## src/rtl/pcpu_pipeline_if.sv

```systemverilog
// Harvard memory bus for the pcpu_pipeline core: instruction ROM port and
// data RAM port, both read combinationally by the core.
interface pcpu_pipeline_if;
    logic [31:0] inst_addr;
    logic [31:0] inst_mem;
    logic [31:0] data_addr;
    logic [31:0] data_mem;
    logic        data_we;
    logic [31:0] data_write;

    modport master (
        output inst_addr,
        output data_addr,
        output data_we,
        output data_write,
        input  inst_mem,
        input  data_mem
    );

    modport slave (
        input  inst_addr,
        input  data_addr,
        input  data_we,
        input  data_write,
        output inst_mem,
        output data_mem
    );
endinterface

```

## src/rtl/pcpu_pipeline.sv

```systemverilog
// Five-stage in-order MIPS-subset core (IF, ID, EX, MEM, WB).
// Supports add/sub/and/or/slt, addi, lw, sw, beq and j; anything else is a NOP.
// Build option FORWARDING_EN: when defined, EX operands are bypassed from
// EX/MEM and MEM/WB and only a load-use pair stalls (1 cycle). When undefined,
// ID stalls until its producers have left EX and MEM, relying on the register
// file write-through for the final hop.
module pcpu_pipeline #(
    parameter logic [31:0] RESET_PC = 32'h0000_0000
) (
    input logic            clk,
    input logic            rst,
    pcpu_pipeline_if.master bus
);

    typedef enum logic [2:0] {
        ALU_ADD,
        ALU_SUB,
        ALU_AND,
        ALU_OR,
        ALU_SLT
    } aluOp_e;

    typedef struct packed {
        logic        regWrite;
        logic        memRead;
        logic        memWrite;
        logic        branch;
        logic        aluSrc;
        aluOp_e      aluOp;
        logic [4:0]  dest;
        logic [31:0] rsVal;
        logic [31:0] rtVal;
        logic [31:0] imm;
        logic [31:0] pc4;
    } idex_t;

    typedef struct packed {
        logic        regWrite;
        logic        memRead;
        logic        memWrite;
        logic [4:0]  dest;
        logic [31:0] result;
        logic [31:0] storeData;
    } exmem_t;

    typedef struct packed {
        logic        regWrite;
        logic [4:0]  dest;
        logic [31:0] value;
    } memwb_t;

    logic [31:0] pc_q, pc_d;
    logic [31:0] ifidInst_q, ifidInst_d;
    logic [31:0] ifidPc4_q, ifidPc4_d;
    idex_t       idex_q, idex_d;
    exmem_t      exmem_q, exmem_d;
    memwb_t      memwb_q, memwb_d;
    logic [31:0] regFile_q [32];

    logic [5:0]  idOpcode, idFunct;
    logic [4:0]  idRs, idRt, idRd;
    logic [31:0] idImm, idRsVal, idRtVal;

    logic        decRegWrite, decMemRead, decMemWrite, decBranch, decAluSrc, decJump;
    aluOp_e      decAluOp;
    logic [4:0]  decDest;

    logic        stall;
    logic [31:0] exOpA, exOpB, aluB, aluResult, branchTarget, memValue;
    logic        branchTaken;

    assign idOpcode = ifidInst_q[31:26];
    assign idRs     = ifidInst_q[25:21];
    assign idRt     = ifidInst_q[20:16];
    assign idRd     = ifidInst_q[15:11];
    assign idFunct  = ifidInst_q[5:0];
    assign idImm    = {{16{ifidInst_q[15]}}, ifidInst_q[15:0]};

    // Register reads in ID; a same-cycle WB write to the register is passed straight through
    assign idRsVal = (idRs == 5'd0) ? 32'd0 :
                     (memwb_q.regWrite && memwb_q.dest == idRs) ? memwb_q.value : regFile_q[idRs];
    assign idRtVal = (idRt == 5'd0) ? 32'd0 :
                     (memwb_q.regWrite && memwb_q.dest == idRt) ? memwb_q.value : regFile_q[idRt];

    // Instruction decode into control signals; unknown encodings stay all-zero (NOP)
    always_comb begin
        decRegWrite = 1'b0;
        decMemRead  = 1'b0;
        decMemWrite = 1'b0;
        decBranch   = 1'b0;
        decAluSrc   = 1'b0;
        decJump     = 1'b0;
        decAluOp    = ALU_ADD;
        decDest     = idRd;
        case (idOpcode)
            6'h00: begin
                case (idFunct)
                    6'h20: begin decRegWrite = 1'b1; decAluOp = ALU_ADD; end
                    6'h22: begin decRegWrite = 1'b1; decAluOp = ALU_SUB; end
                    6'h24: begin decRegWrite = 1'b1; decAluOp = ALU_AND; end
                    6'h25: begin decRegWrite = 1'b1; decAluOp = ALU_OR;  end
                    6'h2A: begin decRegWrite = 1'b1; decAluOp = ALU_SLT; end
                    default: ;
                endcase
            end
            6'h08: begin decRegWrite = 1'b1; decAluSrc = 1'b1; decDest = idRt; end
            6'h23: begin decRegWrite = 1'b1; decMemRead = 1'b1; decAluSrc = 1'b1; decDest = idRt; end
            6'h2B: begin decMemWrite = 1'b1; decAluSrc = 1'b1; end
            6'h04: decBranch = 1'b1;
            6'h02: decJump   = 1'b1;
            default: ;
        endcase
        if (decDest == 5'd0) begin
            decRegWrite = 1'b0;
        end
    end

`ifdef FORWARDING_EN
    logic [4:0] idexRs_q, idexRt_q;

    // Source register numbers of the EX instruction, needed only for bypass matching
    always_ff @(posedge clk or negedge rst) begin
        if (!rst) begin
            idexRs_q <= 5'd0;
            idexRt_q <= 5'd0;
        end else begin
            idexRs_q <= idRs;
            idexRt_q <= idRt;
        end
    end

    // Only a load feeding the very next instruction has to wait one cycle
    assign stall = idex_q.memRead && (idex_q.dest != 5'd0) &&
                   (idex_q.dest == idRs || idex_q.dest == idRt);

    // EX operand bypass: the younger EX/MEM result wins over MEM/WB
    always_comb begin
        exOpA = idex_q.rsVal;
        exOpB = idex_q.rtVal;
        if (exmem_q.regWrite && exmem_q.dest != 5'd0 && exmem_q.dest == idexRs_q) begin
            exOpA = exmem_q.result;
        end else if (memwb_q.regWrite && memwb_q.dest != 5'd0 && memwb_q.dest == idexRs_q) begin
            exOpA = memwb_q.value;
        end
        if (exmem_q.regWrite && exmem_q.dest != 5'd0 && exmem_q.dest == idexRt_q) begin
            exOpB = exmem_q.result;
        end else if (memwb_q.regWrite && memwb_q.dest != 5'd0 && memwb_q.dest == idexRt_q) begin
            exOpB = memwb_q.value;
        end
    end
`else
    // Hold ID while any producer of its sources is still in EX or MEM
    assign stall = (idex_q.regWrite && idex_q.dest != 5'd0 &&
                    (idex_q.dest == idRs || idex_q.dest == idRt)) ||
                   (exmem_q.regWrite && exmem_q.dest != 5'd0 &&
                    (exmem_q.dest == idRs || exmem_q.dest == idRt));

    // Without bypass paths the operands read in ID are already current
    always_comb begin
        exOpA = idex_q.rsVal;
        exOpB = idex_q.rtVal;
    end
`endif

    assign aluB         = idex_q.aluSrc ? idex_q.imm : exOpB;
    assign branchTaken  = idex_q.branch && (exOpA == exOpB);
    assign branchTarget = idex_q.pc4 + {idex_q.imm[29:0], 2'b00};
    assign memValue     = exmem_q.memRead ? bus.data_mem : exmem_q.result;

    // ALU: wrapping add/sub, bitwise and/or, signed set-less-than
    always_comb begin
        case (idex_q.aluOp)
            ALU_ADD: aluResult = exOpA + aluB;
            ALU_SUB: aluResult = exOpA - aluB;
            ALU_AND: aluResult = exOpA & aluB;
            ALU_OR:  aluResult = exOpA | aluB;
            ALU_SLT: aluResult = {31'd0, $signed(exOpA) < $signed(aluB)};
            default: aluResult = 32'd0;
        endcase
    end

    // Next pipeline state: taken branch beats stall, stall beats jump, else advance
    always_comb begin
        pc_d       = pc_q + 32'd4;
        ifidInst_d = bus.inst_mem;
        ifidPc4_d  = pc_q + 32'd4;

        idex_d.regWrite = decRegWrite;
        idex_d.memRead  = decMemRead;
        idex_d.memWrite = decMemWrite;
        idex_d.branch   = decBranch;
        idex_d.aluSrc   = decAluSrc;
        idex_d.aluOp    = decAluOp;
        idex_d.dest     = decDest;
        idex_d.rsVal    = idRsVal;
        idex_d.rtVal    = idRtVal;
        idex_d.imm      = idImm;
        idex_d.pc4      = ifidPc4_q;

        exmem_d.regWrite  = idex_q.regWrite;
        exmem_d.memRead   = idex_q.memRead;
        exmem_d.memWrite  = idex_q.memWrite;
        exmem_d.dest      = idex_q.dest;
        exmem_d.result    = aluResult;
        exmem_d.storeData = exOpB;

        memwb_d.regWrite = exmem_q.regWrite;
        memwb_d.dest     = exmem_q.dest;
        memwb_d.value    = memValue;

        if (branchTaken) begin
            pc_d       = branchTarget;
            ifidInst_d = 32'd0;
            ifidPc4_d  = 32'd0;
            idex_d     = '0;
        end else if (stall) begin
            pc_d       = pc_q;
            ifidInst_d = ifidInst_q;
            ifidPc4_d  = ifidPc4_q;
            idex_d     = '0;
        end else if (decJump) begin
            pc_d       = {ifidPc4_q[31:28], ifidInst_q[25:0], 2'b00};
            ifidInst_d = 32'd0;
            ifidPc4_d  = 32'd0;
        end
    end

    // Pipeline registers; reset fills every stage with a bubble
    always_ff @(posedge clk or negedge rst) begin
        if (!rst) begin
            pc_q       <= RESET_PC;
            ifidInst_q <= 32'd0;
            ifidPc4_q  <= 32'd0;
            idex_q     <= '0;
            exmem_q    <= '0;
            memwb_q    <= '0;
        end else begin
            pc_q       <= pc_d;
            ifidInst_q <= ifidInst_d;
            ifidPc4_q  <= ifidPc4_d;
            idex_q     <= idex_d;
            exmem_q    <= exmem_d;
            memwb_q    <= memwb_d;
        end
    end

    // Register file write in WB; r0 is never written
    always_ff @(posedge clk or negedge rst) begin
        if (!rst) begin
            for (int i = 0; i < 32; i++) begin
                regFile_q[i] <= 32'd0;
            end
        end else if (memwb_q.regWrite && memwb_q.dest != 5'd0) begin
            regFile_q[memwb_q.dest] <= memwb_q.value;
        end
    end

    assign bus.inst_addr  = pc_q;
    assign bus.data_addr  = exmem_q.result;
    assign bus.data_we    = exmem_q.memWrite;
    assign bus.data_write = exmem_q.storeData;

endmodule

```

## src/flat_wrapper.sv

```systemverilog
// flat-port wrapper written by rule: the top's interface ports become plain ports
module pcpu_pipeline_flat 
#(
    parameter logic [31:0] RESET_PC = 32'h0000_0000
)
  (clk, rst, bus_inst_addr, bus_data_addr, bus_data_we, bus_data_write, bus_inst_mem, bus_data_mem);
  pcpu_pipeline_if bus_i ();
  input logic clk;
  input logic rst;
  output wire logic [$bits(bus_i.inst_addr)-1:0] bus_inst_addr;
  output wire logic [$bits(bus_i.data_addr)-1:0] bus_data_addr;
  output wire logic [$bits(bus_i.data_we)-1:0] bus_data_we;
  output wire logic [$bits(bus_i.data_write)-1:0] bus_data_write;
  input wire logic [$bits(bus_i.inst_mem)-1:0] bus_inst_mem;
  input wire logic [$bits(bus_i.data_mem)-1:0] bus_data_mem;
  assign bus_inst_addr = bus_i.inst_addr;
  assign bus_data_addr = bus_i.data_addr;
  assign bus_data_we = bus_i.data_we;
  assign bus_data_write = bus_i.data_write;
  assign bus_i.inst_mem = bus_inst_mem;
  assign bus_i.data_mem = bus_data_mem;
  pcpu_pipeline #(.RESET_PC(RESET_PC)) u_core (.clk(clk), .rst(rst), .bus(bus_i));
endmodule
```

## config.mk

```make
export PLATFORM = sky130hd
export DESIGN_NAME = pcpu_pipeline_flat
export DESIGN_NICKNAME = d
export VERILOG_FILES = /design/src/rtl/pcpu_pipeline_if.sv /design/src/rtl/pcpu_pipeline.sv /design/src/flat_wrapper.sv
export SDC_FILE = /design/constraint.sdc
export NUM_CORES = 2
export LEC_CHECK = 0
export ABC_AREA = 1
export CORE_ASPECT_RATIO = 1.25
export CORE_UTILIZATION = 30
export DETAILED_ROUTE_END_ITERATION = 10
export GPL_TIMING_DRIVEN = 1
export PLACE_DENSITY_LB_ADDON = 0.15
export SLEW_MARGIN = 20
export SYNTH_ARGS = -nofsm -noshare
export SYNTH_HDL_FRONTEND = slang
export SYNTH_SLANG_ARGS = --single-unit
```

## constraint.sdc

```tcl
create_clock -name clk -period 3.1 [get_ports clk]
set_clock_uncertainty 0.05 [all_clocks]
set_input_delay 0.62 -clock clk [delete_from_list [all_inputs] [get_ports clk]]
set_output_delay 0.62 -clock clk [all_outputs]
set_load 0.03 [all_outputs]
```

# After elaboration in Yosys (flattened, before gate mapping)

Cells that the tools add are included.

Register bits: 1371
Latch bits: 0
Input port bits: 66
Memories: 0
Bits in read-only memories: 0
Memory bits (writable): 0
Logic and storage cells: 152
Output and inout bits: 97

Add/sub/neg operators: 4
Bitwise logic cells: 5
Shifts and indexed selects: 0
Div/mod/pow operators: 0
Reductions and logical operators: 23
Mux-type cells: 38
Equality and inequality tests: 22
Order comparisons: 5
$mul: 0

Operators with widths:

| operator                                            | count |
|---|---|
| bitwise mux 1024 bit                                | 1 |
| two-way mux 32 bit                                  | 20 |
| binary-select mux 32 bit (select 5 bit)             | 2 |
| two-way mux 141 bit                                 | 2 |
| demux 32 bit (select 5 bit)                         | 1 |
| one-hot mux 32 bit (5 select lines)                 | 1 |
| adder 32 bit                                        | 2 |
| equality test 6 bit, second input constant          | 7 |
| adder 32 x 3 -> 32 bit, second input constant       | 1 |
| bitwise AND 32 bit                                  | 1 |
| equality test 32 bit                                | 1 |
| < comparator 32 bit                                 | 1 |
| OR 32 bit                                           | 1 |
| subtractor 32 bit                                   | 1 |
| equality test 5 bit                                 | 6 |
| >= comparator 6 bit, second input constant          | 3 |
| NOT 5 -> 6 bit                                      | 3 |
| logical NOT 5 bit                                   | 3 |
| nonzero test 5 bit                                  | 3 |
| one-hot mux 3 bit (4 select lines)                  | 1 |
| logical AND 1 bit                                   | 9 |
| two-way mux 1 bit                                   | 7 |
| equality test 3 x 2 -> 1 bit, second input constant | 2 |
| equality test 6 x 2 -> 1 bit, second input constant | 1 |
| 15 further kinds                                    | 17 |

# Logic depth before layout (Yosys ltp)

Depth after elaboration: 8
Depth in mapped cells: 20

# Worst setup path before layout

OpenSTA, ideal clock, no wires.

Kind: reg2reg
Start point: reg u_core.idex_q[136] (netlist bit)
End point: reg u_core.exmem_q, in the netlist u_core.bus.data_addr[17]
Stages on the path, launching flop included: 16
Arrival: 2.591 ns
Setup time: 0.127 ns
Period minus slack after synthesis: 2.768 ns
Setup slack: 0.332 ns
Cells stage by stage: dfrtp_1 -> inv_1 -> clkbuf_1 -> clkbuf_1 -> a21oi_1 -> ha_1 -> clkbuf_1 -> nand2_1 -> inv_1 -> nand2_1 -> nor3_1 -> nand4_1 -> nand3_1 -> nand2_1 -> nand3_1 -> nand3_1

Cells in the longest elaborated chain, start to end: 3

RTL lines:

| element                                         | line                 | text |
|---|---|---|
| start, declared                                 | pcpu_pipeline.sv:55  | `idex_t idex_q, idex_d;` |
| start signal, assigned                          | pcpu_pipeline.sv:241 | `idex_q <= idex_d;` |
| two-way mux 32 bit (*)                          | pcpu_pipeline.sv:165 | `assign aluB = idex_q.aluSrc ? idex_q.imm : exOpB;` |
| subtractor 32 bit, or another cell as far along | pcpu_pipeline.sv:174 | `ALU_SUB: aluResult = exOpA - aluB;` |
| one-hot mux 32 bit (5 select lines) (*)         | pcpu_pipeline.sv:172 | `case (idex_q.aluOp)` |
| net u_core.aluResult[17]                        | pcpu_pipeline.sv:69  | `logic [31:0] exOpA, exOpB, aluB, aluResult, branchTarget, memValue;` |
| end signal, assigned                            | pcpu_pipeline.sv:242 | `exmem_q <= exmem_d;` |
| end, declared                                   | pcpu_pipeline.sv:56  | `exmem_t exmem_q, exmem_d;` |

The timed path passes the listed nets; every way through them passes the cells marked *.
A chain may end at the register's enable or synchronous reset.

==> results by group <==
Run status
  • Outcome: completed

Synthesis
  • Syn Area/Cell: 7.45 µm²
  • Number of synthesized register bits: 1355
  • Asr flop ratio synth: 100%
  • Syn Nets: 10421
  • YS warnings: 0
  • Mapped Area: 0.0761 mm²
  • Cells after synthesis: 10226
  • Synth cell types: 49
  • Sequential element share of the synthesized area: 44.5%
  • Main synth FF type: dfrtp_1
  • Number of synthesized flops with an enable pin: 0

Run
  • Max Cap Viol: 0

Floorplan
  • Initial core utilization: 30.2%
  • Die area: 0.256 mm²
  • I/O Pins: 163
  • Area of the core: 0.252 mm²
  • # rows: 206
  • Chip width: 453 µm
  • Die Y: 565 µm

Clocking
  • CTS tree: done
  • Worst skew pair latency: 0.84 ns
  • TritonCTS buffer count: 162
  • Clock buffer depth: 4
  • Clk pin slew, worst setup/hold paths: 0.06 ns
  • CTS Root Buffer Type: clkbuf_16
  • Sink Count: 1355
  • H-tree Lvls: 4

Setup path
  • WS Path Type: flop to flop
  • CP Launch Type: flop
  • Worst R2R Path Depth: 8
  • Data required, critical path: 3.73 ns
  • RR Startpoint: u_core.ifidInst_q[18]$_DFFE_PN0P_
  • WP data arrival: 3.73 ns
  • Worst Setup SP: u_core.ifidInst_q[18]$_DFFE_PN0P_
  • Setup crit end kind: flop
  • Crit Path Max Fanout: 20

Cells and area
  • Area delta synth->final: 17.7%
  • Fill cells: 26379
  • Share of layout cells above drive strength 1: 9.55%
  • Nets: 10403
  • Final core occ: 35.5%
  • Final cell count without fillers: 13659
  • Reg area: 0.0339 mm²
  • Multi-input gate area: 0.0355 mm²

Global routing
  • Gr ovfl total: 0
  • Largest net degree at the start of global routing: 96
  • Initial antenna violation count: 20
  • First-pass GRT wire length: 532000 µm
  • Total GRT Usage: 28.4%
  • Number of global-route vias before repair: 73033

Route
  • Vias: 75490
  • Wire per inst: 27.3 µm
  • Starting DRT DRC Count: 8988
  • Final routed DRC violation total: 0
  • Final ANT Viol Nets: 0
  • Router iterations before antenna repair: 7
  • Vias per cell: 5.53
  • Post-Route WL: 372000 µm

Timing
  • Worst relative slew slack: 33.8%
  • Hold WS: 0.255 ns
  • Fin. Hold Viols: 0
  • Final min period: 3.10 ns
  • Maximum clock rate: 323 MHz
  • Worst slew pin tran: 0.993 ns
  • Crit share post-route: 99.9%
  • Max-slew violations: 0
  • Setup violators final: 0

Power and ir drop
  • Worst VDD drop: 421 µV
  • PD cells: 667 mW/mm²
  • Pleak: 40.2 nW
  • Total Power: 59.8 mW

Placement
  • I/O Buffers: 162
  • Gpl congestion: 0.953
  • Placed Cells: 13368
  • Post-DP HPWL: 241000 µm

Hold path
  • Worst min path class: input port to asynchronous set/reset pin
-- Yosys cell counts, types with 7 or more instances --
master        n  area (µm²)
buf_2       171         856
buf_6         7        78.8
nand3_1     595        2980
o22ai_1      90         563
xor2_1       28         245
xnor2_1      23         201
and2_1       10        62.6
o21ai_0    1463        7320
nand2_1    2252        8450
a21boi_0     13        97.6
a22oi_1      28         210
o221ai_1    132        1160
nor2_1      677        2540
dfrtp_1    1355       33900
buf_1        59         221
or2_2        44         275
o21ai_1     107         536
buf_4        83         623
o2111ai_1   102         893
clkbuf_1    540        2030
nand3b_1     45         338
inv_1       885        3320
o211ai_1     54         405
nand4_1     113         707
a21oi_1    1086        5440
o21bai_1     17         128
mux2_2       32         360
ha_1        126        1580
nor3_1       28         140
inv_2        19        71.3
-- area by class of cell --
cell class              instances  share of cell area (%)
multi-input cells            7103                    39.7
flip-flops and latches       1355                    37.9
repair buffers                678                    7.99
clock buffers                 227                    5.25
well taps                    3328                    4.65
inverters                     908                    3.84
clock inverters                54                   0.715
diodes                          6                  0.0168
-- state kept, by name (all words and copies together) (netlist names), 7 cells and up --
name and flops:
u_core.ifidPc4_q 32, u_core.exOpB 32, u_core.regFile_q 1024, u_core.bus.data_write 32
u_core.memwb_q 38, u_core.exOpA 32, u_core.bus.data_addr 32, u_core.ifidInst_q 32
u_core.bus.inst_addr 32, u_core.idex_q 53, u_core.exmem_d 8, u_core.exmem_q 7
-- cell families (layout without fill, tap and decap cells) --
logic type      Yosys count  in the layout  share of synthesized area [%]
other cells               0              6                              0
simple gates           3786           3786                           20.6
compound gates         3105           3105                           22.2
xor+xnor                 51             51                          0.587
flops                  1355           1355                           44.5
mux                      32             32                          0.473
buf+inv                1768           1867                           9.48
fa+ha+maj               129            129                           2.15
-- path summary, 6_finish.rpt --
check                                                          end  slack (ns)
worst max-delay path                    u_core.exOpB[28]$_DFF_PN0_       0.004
worst min-delay path            u_core.bus.data_addr[28]$_DFF_PN0_        0.26
worst max register to register          u_core.exOpB[28]$_DFF_PN0_       0.004
worst min register to register        u_core.exmem_q[70]$_DFF_PN0_        0.30
max in group asynchronous        u_core.regFile_q[550]$_DFFE_PN0P_        1.56
min in group clk                      u_core.exmem_q[70]$_DFF_PN0_        0.30
-- where the power goes --
group	total, mW	switching, mW	internal, mW
registers	22.0	2.45	19.6
clock network	19.8	8.24	11.6
logic	17.9	12.3	5.67
-- placed cells by master (no fill, tap or decap), drive strengths merged, types with 45 or more instances in the layout --
master         netlist  routed
nand2             2255    2255
nand3              596     596
o22ai               90      90
o211ai              54      54
o21ai             1570    1570
o221ai             132     132
ha                 126     126
inv                905     910
nor2               681     681
buf                320     515
o2111ai            102     102
dfrtp             1355    1355
nand3b              45      45
or2                 45      45
a21oi             1087    1087
clkdlybuf4s50        0     161
nand4              113     113
clkbuf             540     228
-- per-layer routing --
layer,routed length [µm],up-vias,GRT usage [%],share of wire [%]
li1,-,34051,-,-
met3,30100,917,4.76,8.1
met2,172000,3812,46.5,46
met5,54,-,0,0.015
met4,21300,8,14.2,5.7
met1,149000,36702,36.1,40
-- metrics by stage --
step           cell area (µm²)  setup slack [ns]  setup TNS, ns
2_1_floorplan            76100             0.332              0
3_3_place_gp             84000            -0.178          -1.01
3_5_place_dp             84000            -0.181          -1.07
4_1_cts                  89400           0.00228              0
5_1_grt                  89600         -0.000437      -0.000437
6_report                 89600           0.00375              0
-- critical path, stage by stage, from the launching register on --
cell and delay [ns]:
dfrtp_4 0.58, clkinv_2 0.28, o22ai_1 0.23, a21oi_1 0.07, nand3_2 0.13, buf_4 0.20
buf_4 0.60, nand2_1 0.30, a21oi_1 0.46
-- timing repair --
item	4_1_cts	5_1_grt
hold buffers	1	0
setup buffers	0	3
gates resized for setup	8	64
endpoints found under the hold margin	77	0
endpoints found under the setup margin	13	22
pin swaps	0	8
No activity file was read; power rests on OpenSTA's default activity.
